<file path="config.mk">
export PLATFORM = sky130hd
export DESIGN_NAME = lsu_ctrl
export DESIGN_NICKNAME = d
export VERILOG_FILES = /design/src/rtl/lsu_ctrl_pkg.sv /design/src/rtl/lsu_align.sv /design/src/rtl/lsu_ctrl.sv
export SDC_FILE = /design/constraint.sdc
export NUM_CORES = 1
export LEC_CHECK = 0
export ABC_AREA = 0
export CAP_MARGIN = 20
export CORE_UTILIZATION = 43
export DETAILED_ROUTE_END_ITERATION = 6
export PLACE_DENSITY_LB_ADDON = 0.3
export SYNTH_ARGS = -nofsm -noshare
export SYNTH_HDL_FRONTEND = slang
export SYNTH_SLANG_ARGS = --single-unit
</file>
<file path="constraint.sdc">
create_clock -name clk -period 4.7 [get_ports clk]
set_input_delay 1.175 -clock clk [delete_from_list [all_inputs] [get_ports clk]]
set_output_delay 1.175 -clock clk [all_outputs]
set_load 0.02 [all_outputs]
</file>
<file path="src/rtl/lsu_ctrl_pkg.sv">
// Shared encodings for the r100 load/store unit: funct3 codes, FSM states
// and the access-size decode used by both the controller and the aligner.
package lsu_ctrl_pkg;

    localparam logic [2:0] LSU_B  = 3'b000;
    localparam logic [2:0] LSU_H  = 3'b001;
    localparam logic [2:0] LSU_W  = 3'b010;
    localparam logic [2:0] LSU_BU = 3'b100;
    localparam logic [2:0] LSU_HU = 3'b101;

    typedef enum logic [1:0] {
        ST_IDLE = 2'b00,
        ST_BUSY = 2'b01,
        ST_RESP = 2'b10
    } lsu_state_e;

    typedef enum logic [1:0] {
        SZ_BYTE,
        SZ_HALF,
        SZ_WORD
    } lsu_size_e;

    // Undefined funct3 codes (011, 110, 111) fall through to a word access.
    function automatic lsu_size_e lsu_size(input logic [2:0] funct3);
        case (funct3[1:0])
            2'b00:   return SZ_BYTE;
            2'b01:   return SZ_HALF;
            default: return SZ_WORD;
        endcase
    endfunction

endpackage

</file>
<file path="src/rtl/lsu_align.sv">
// Combinational byte-lane steering: byte enables and replicated store data
// for the request side, lane select and sign/zero extension for load data.
module lsu_align
    import lsu_ctrl_pkg::*;
(
    input  logic [2:0]  funct3,
    input  logic [1:0]  addr_lo,
    input  logic [31:0] wdata,
    input  logic [31:0] rdata,
    output logic [3:0]  be,
    output logic [31:0] wdata_steered,
    output logic [31:0] rdata_ext
);

    logic [1:0]  lane_off;
    logic [31:0] lane;

    // NOTE: every output gets a default first so no path through the case leaves it unassigned (no latch).
    always_comb begin
        lane_off      = 2'b00;
        be            = 4'b1111;
        wdata_steered = wdata;
        unique case (lsu_size(funct3))
            SZ_BYTE: begin
                lane_off      = addr_lo;
                be            = 4'b0001 << addr_lo;
                wdata_steered = {4{wdata[7:0]}};
            end
            // Halfwords only ever sit on lanes 0 or 2; addr[0] is dropped.
            SZ_HALF: begin
                lane_off      = {addr_lo[1], 1'b0};
                be            = 4'b0011 << lane_off;
                wdata_steered = {2{wdata[15:0]}};
            end
            default: begin
                lane_off      = 2'b00;
                be            = 4'b1111;
                wdata_steered = wdata;
            end
        endcase
    end

    assign lane = rdata >> {lane_off, 3'b000};

    always_comb begin
        rdata_ext = lane;
        case (funct3)
            LSU_B:   rdata_ext = {{24{lane[7]}}, lane[7:0]};
            LSU_H:   rdata_ext = {{16{lane[15]}}, lane[15:0]};
            LSU_BU:  rdata_ext = {24'h0, lane[7:0]};
            LSU_HU:  rdata_ext = {16'h0, lane[15:0]};
            default: rdata_ext = lane;
        endcase
    end

endmodule

</file>
<file path="src/rtl/lsu_ctrl.sv">
// Multi-cycle load/store controller: IDLE/BUSY/RESP FSM, memory handshake and
// ack timeout. Define LSU_MISALIGN_TRAP_EN to fault misaligned accesses early.
module lsu_ctrl
    import lsu_ctrl_pkg::*;
#(
    parameter int TIMEOUT = 16
) (
    input  logic        clk,
    input  logic        rst,
    input  logic        req_valid,
    output logic        req_ready,
    input  logic        req_we,
    input  logic [2:0]  req_funct3,
    input  logic [31:0] req_addr,
    input  logic [31:0] req_wdata,
    output logic        resp_valid,
    output logic [31:0] resp_rdata,
    output logic        resp_fault,
    output logic        mem_req,
    output logic        mem_we,
    output logic [31:0] mem_addr,
    output logic [3:0]  mem_be,
    output logic [31:0] mem_wdata,
    input  logic        mem_ack,
    input  logic [31:0] mem_rdata
);

    localparam int              CNT_W    = $clog2(TIMEOUT);
    localparam logic [CNT_W-1:0] CNT_LAST = CNT_W'(TIMEOUT - 1);

    lsu_state_e       state_q, state_d;
    logic [CNT_W-1:0] cnt_q, cnt_d;
    logic [2:0]       funct3_q, funct3_d;
    logic [1:0]       off_q, off_d;
    logic             req_ready_q, req_ready_d;
    logic             resp_valid_q, resp_valid_d;
    logic [31:0]      resp_rdata_q, resp_rdata_d;
    logic             resp_fault_q, resp_fault_d;
    logic             mem_req_q, mem_req_d;
    logic             mem_we_q, mem_we_d;
    logic [31:0]      mem_addr_q, mem_addr_d;
    logic [3:0]       mem_be_q, mem_be_d;
    logic [31:0]      mem_wdata_q, mem_wdata_d;

    logic             misaligned;
    logic             idle;
    logic [2:0]       al_funct3;
    logic [1:0]       al_off;
    logic [3:0]       al_be;
    logic [31:0]      al_wdata;
    logic [31:0]      al_rdata;

`ifdef LSU_MISALIGN_TRAP_EN
    always_comb begin
        unique case (lsu_size(req_funct3))
            SZ_BYTE: misaligned = 1'b0;
            SZ_HALF: misaligned = req_addr[0];
            default: misaligned = (req_addr[1:0] != 2'b00);
        endcase
    end
`else
    assign misaligned = 1'b0;
`endif

    // One aligner serves both ends: live request fields while idle, captured fields afterwards.
    assign idle      = (state_q == ST_IDLE);
    assign al_funct3 = idle ? req_funct3 : funct3_q;
    assign al_off    = idle ? req_addr[1:0] : off_q;

    lsu_align u_align (
        .funct3        (al_funct3),
        .addr_lo       (al_off),
        .wdata         (req_wdata),
        .rdata         (mem_rdata),
        .be            (al_be),
        .wdata_steered (al_wdata),
        .rdata_ext     (al_rdata)
    );

    always_comb begin
        state_d      = state_q;
        cnt_d        = cnt_q;
        funct3_d     = funct3_q;
        off_d        = off_q;
        mem_req_d    = mem_req_q;
        mem_we_d     = mem_we_q;
        mem_addr_d   = mem_addr_q;
        mem_be_d     = mem_be_q;
        mem_wdata_d  = mem_wdata_q;
        resp_valid_d = 1'b0;
        resp_rdata_d = 32'h0;
        resp_fault_d = 1'b0;

        case (state_q)
            ST_IDLE: begin
                if (req_valid && misaligned) begin
                    state_d      = ST_RESP;
                    resp_valid_d = 1'b1;
                    resp_fault_d = 1'b1;
                end else if (req_valid) begin
                    state_d     = ST_BUSY;
                    cnt_d       = '0;
                    funct3_d    = req_funct3;
                    off_d       = req_addr[1:0];
                    mem_req_d   = 1'b1;
                    mem_we_d    = req_we;
                    mem_addr_d  = {req_addr[31:2], 2'b00};
                    mem_be_d    = al_be;
                    mem_wdata_d = al_wdata;
                end
            end
            // An ack on the last counted cycle takes priority over the timeout.
            ST_BUSY: begin
                if (mem_ack) begin
                    state_d      = ST_RESP;
                    mem_req_d    = 1'b0;
                    resp_valid_d = 1'b1;
                    resp_rdata_d = mem_we_q ? 32'h0 : al_rdata;
                end else if (cnt_q == CNT_LAST) begin
                    state_d      = ST_RESP;
                    mem_req_d    = 1'b0;
                    resp_valid_d = 1'b1;
                    resp_fault_d = 1'b1;
                end else begin
                    cnt_d = cnt_q + 1'b1;
                end
            end
            ST_RESP: state_d = ST_IDLE;
            default: state_d = ST_IDLE;
        endcase

        req_ready_d = (state_d == ST_IDLE);
    end

    // NOTE: state flops use non-blocking assignments so every flop samples pre-edge values.
    always_ff @(posedge clk or posedge rst) begin
        if (rst) begin
            state_q      <= ST_IDLE;
            cnt_q        <= '0;
            funct3_q     <= 3'b000;
            off_q        <= 2'b00;
            req_ready_q  <= 1'b1;
            resp_valid_q <= 1'b0;
            resp_rdata_q <= 32'h0;
            resp_fault_q <= 1'b0;
            mem_req_q    <= 1'b0;
            mem_we_q     <= 1'b0;
            mem_addr_q   <= 32'h0;
            mem_be_q     <= 4'h0;
            mem_wdata_q  <= 32'h0;
        end else begin
            state_q      <= state_d;
            cnt_q        <= cnt_d;
            funct3_q     <= funct3_d;
            off_q        <= off_d;
            req_ready_q  <= req_ready_d;
            resp_valid_q <= resp_valid_d;
            resp_rdata_q <= resp_rdata_d;
            resp_fault_q <= resp_fault_d;
            mem_req_q    <= mem_req_d;
            mem_we_q     <= mem_we_d;
            mem_addr_q   <= mem_addr_d;
            mem_be_q     <= mem_be_d;
            mem_wdata_q  <= mem_wdata_d;
        end
    end

    assign req_ready  = req_ready_q;
    assign resp_valid = resp_valid_q;
    assign resp_rdata = resp_rdata_q;
    assign resp_fault = resp_fault_q;
    assign mem_req    = mem_req_q;
    assign mem_we     = mem_we_q;
    assign mem_addr   = mem_addr_q;
    assign mem_be     = mem_be_q;
    assign mem_wdata  = mem_wdata_q;

endmodule
</file>
==> impl_metrics.csv <==
group,metric,value,unit
outcome,status,"finished clean",
place,place_area,0.00715,mm2
setup_path,required,4.94,ns
place,io_buffers,206,
power_and_ir_drop,power_frac_seq,30.6,%
power_and_ir_drop,p_leak,3.77,nW
power_and_ir_drop,cellPowerDensity,625,mW/mm2
power_and_ir_drop,internal-power,3.20,mW
final_layout,mostFrequentLayoutCells,"clkdlybuf4s50_1, nand2_1, dfrtp_1",
timing,rsz0062_at_grt,"no",
place,place_congestion,0.838,
route,avgRoutedWirePerCell,16.6,um
clock_tree,clk_latency,0.41,ns
hold_path,hold_end,"mem_addr[30]$_DFFE_PP0P_",
place,preCtsSetupSlack,0.403,ns
timing,hold_viol,0,
power_and_ir_drop,irDropWorstVdd,0.328,mV
synthesis,syn_area_per_cell,9.78,um2
setup_path,r2r_cells,6,
timing,setup_violations,0,
clock_tree,cts_sinks,114,
timing,drv_slew,0,
clock_tree,cts-hold-fix-buffers,0,
final_layout,fin_area,0.00784,mm2
global_routing,grt_pass1_wl,22400,um
route,drt_iter0_drc,177,
setup_path,start_kind,"input pin",
final_layout,nFillCells,862,
die,rows,38,
clock_tree,cts_tree,"yes",
final_layout,postLayoutCoreUtil,70.8,%
synthesis,seq_area_frac_synth,57.4,%
synthesis,synth_seq_cells,114,
hold_path,whs_path_depth,2,
timing,tightest_slew,1.01,ns
final_layout,area_delta_synth_final,57.6,%
clock_tree,cts_setup_buffers,0,
place,dpl.cell_count,829,
final_layout,finalNetCount,814,
timing,timing.hold.ws,0.471,ns
timing,clock.fmax,0.253,GHz
global_routing,grt_max_degree,80,
route,vias,4347,
clock_tree,clk_pin_slew,0.05,ns
flow_run,maxCapViolCount,0,
die,die_w,110,um
die,dieArea,0.0120,mm2
setup_path,path_max_fanout,24,
synthesis,synth_top_area_cell,"dfrtp_1",
synthesis,synth_area,0.00498,mm2
final_layout,antenna_cells,0,
setup_path,arrival,4.19,ns
setup_path,reg2reg_slack,1.45,ns
synthesis,syn-instance-count,509,
route,vias_per_cell,5.04,
setup_path,crit_type,"in -> reg",
clock_tree,clockBufferDepth,2,
die,core_area,0.0111,mm2
timing,post-route-min-period,3.94,ns
route,routed_wl,14300,um
synthesis,yosysTopAreaCellShare,56.8,%
final_layout,instances_no_fill,862,
timing,relSlewSlack,32.8,%
die,start_util,44.9,%
synthesis,yosysWarnings,0,
timing,fin_crit_sh,83.9,%
power_and_ir_drop,total_power,4.90,mW
clock_tree,htree_levels,4,
final_layout,drive_gt1_share,8.45,%
synthesis,yosys-top-cells-area,"dfrtp_1, nand2_1, mux2i_1",
final_layout,layout_commonest_cell,"clkdlybuf4s50_1",
global_routing,grt_pass1_vias,4485,
timing,finalWorstSetupSlack,0.755,ns
route,antenna_left,0,
global_routing,antenna_found_initial,0,
clock_tree,cts_resized,0,
setup_path,r2r-start,"state_q[0]$_DFF_PP0_",
route,firstDrtPassIters,4,
clock_tree,root_buffer,"clkbuf_16",
power_and_ir_drop,power.switching,1.70,mW
place,dp_hpwl,10100,um
hold_path,hold_path_startpoint,"mem_addr[30]$_DFFE_PP0P_",
hold_path,min_path_type,"reg -> reg",
timing,fin_skew,0.00915,ns
die,die_y,110,um
global_routing,grt_overflow,0,
setup_path,r2r-end,"resp_rdata[20]$_DFF_PP0_",
power_and_ir_drop,swShare,34.6,%
synthesis,synth_cell_type_count,44,
power_and_ir_drop,clock_power_share,29.1,%
die,ios,209,
setup_path,critPathCaptureType,"flop",
clock_tree,cts_buffers,17,
global_routing,grt_usage,25.0,%
route,drc_errors,0,
power_and_ir_drop,pwr-share-comb,40.3,%
timing,tns,0,ns
-- per-layer routing --
metal / track usage (%) / part of all wire, % / routed length, um / vias to the layer above
met5: 0 / 0 / 0 / -
met4: 9.62 / 1.9 / 272 / 0
met3: 7.47 / 7.4 / 1050 / 25
met2: 42.0 / 50 / 7120 / 173
met1: 30.2 / 41 / 5820 / 2081
li1: - / - / - / 2068
-- power by group through the flow --
| stage | Clock (mW) | Sequential [mW] | Combinational [mW] |
|---|---|---|---|
| after floorplan | 0 | 1.87 | 0.691 |
| after global placement | 0 | 1.49 | 1.92 |
| after detailed placement | 0 | 1.51 | 1.96 |
| after CTS | 1.44 | 1.50 | 1.99 |
| after global routing | 1.50 | 1.54 | 2.13 |
| final | 1.43 | 1.50 | 1.97 |
-- sequential cells by signal, indices dropped and copies added (netlist names) --
| name | cells |
|---|---|
| mem_wdata | 32 |
| resp_rdata | 32 |
| mem_addr | 30 |
| cnt_q | 4 |
| mem_be | 4 |
| funct3_q | 3 |
| off_q | 2 |
| state_q | 2 |
| mem_req | 1 |
| mem_we | 1 |
| req_ready | 1 |
| resp_fault | 1 |
| resp_valid | 1 |
-- Yosys cell counts (all sizes together) --
cell type / instances
o2111ai: 1
o21bai: 1
nor3: 2
nand2b: 1
inv: 4
clkbuf: 26
conb: 1
nor2: 18
nor2b: 2
a21o: 2
dfstp: 1
and2: 2
mux4: 1
nor3b: 1
buf: 8
a2111oi: 1
dfrtp: 113
or3b: 1
xor2: 2
o31a: 2
or2: 2
nand3b: 1
mux2: 7
o31ai: 2
ha: 1
nand2: 197
mux2i: 44
or4b: 1
and3: 1
a31oi: 2
a21oi: 7
o21ai: 43
or4: 1
a311oi: 1
a211oi: 8
nand4: 1
-- how the worst max path moves through the flow --
stage	cells after the start	slack, ns	end	startpoint
floorplan	1	0.51	cnt_q[0]$_DFFE_PP0P_	rst
global placement	7	0.55	resp_rdata[21]$_DFF_PP0_	req_funct3[1]
detailed placement	7	0.40	resp_rdata[21]$_DFF_PP0_	req_funct3[1]
CTS	7	0.79	resp_rdata[20]$_DFF_PP0_	req_funct3[1]
global route	7	0.55	resp_rdata[17]$_DFF_PP0_	req_funct3[1]
finish	7	0.76	resp_rdata[20]$_DFF_PP0_	req_funct3[1]
-- final cells by class --
class / instances / area (um2) / area share, %
clock inverters: 10 / 178 / 2.27
clock buffers: 22 / 484 / 6.18
well taps: 140 / 175 / 2.23
multi-input cells: 358 / 1980 / 25.2
flip-flops and latches: 114 / 2850 / 36.4
repair buffers: 214 / 2150 / 27.5
inverters: 4 / 17.5 / 0.223
-- logic make-up (layout without fill, tap and decap cells) --
kind of cell	after synthesis	in the layout	share of synthesized area, %
buf+inv	38	250	3.37
simple gates	231	231	18.9
compound gates	70	70	8.78
fa+ha+maj	1	1	0.251
xor+xnor	2	2	0.352
flops	114	114	57.4
other cells	1	2	0.0754
mux	52	52	10.9
-- worst max-delay path, cell delays in order --
cell and delay [ns]:
clkdlybuf4s50_1 0.56, or4_1 0.15, o31a_1 0.46, or2_1 0.84, a2111oi_4 0.18, a31oi_2 0.64, o21ai_1 0.17
Note: power is estimated with default switching activity, not from simulation.
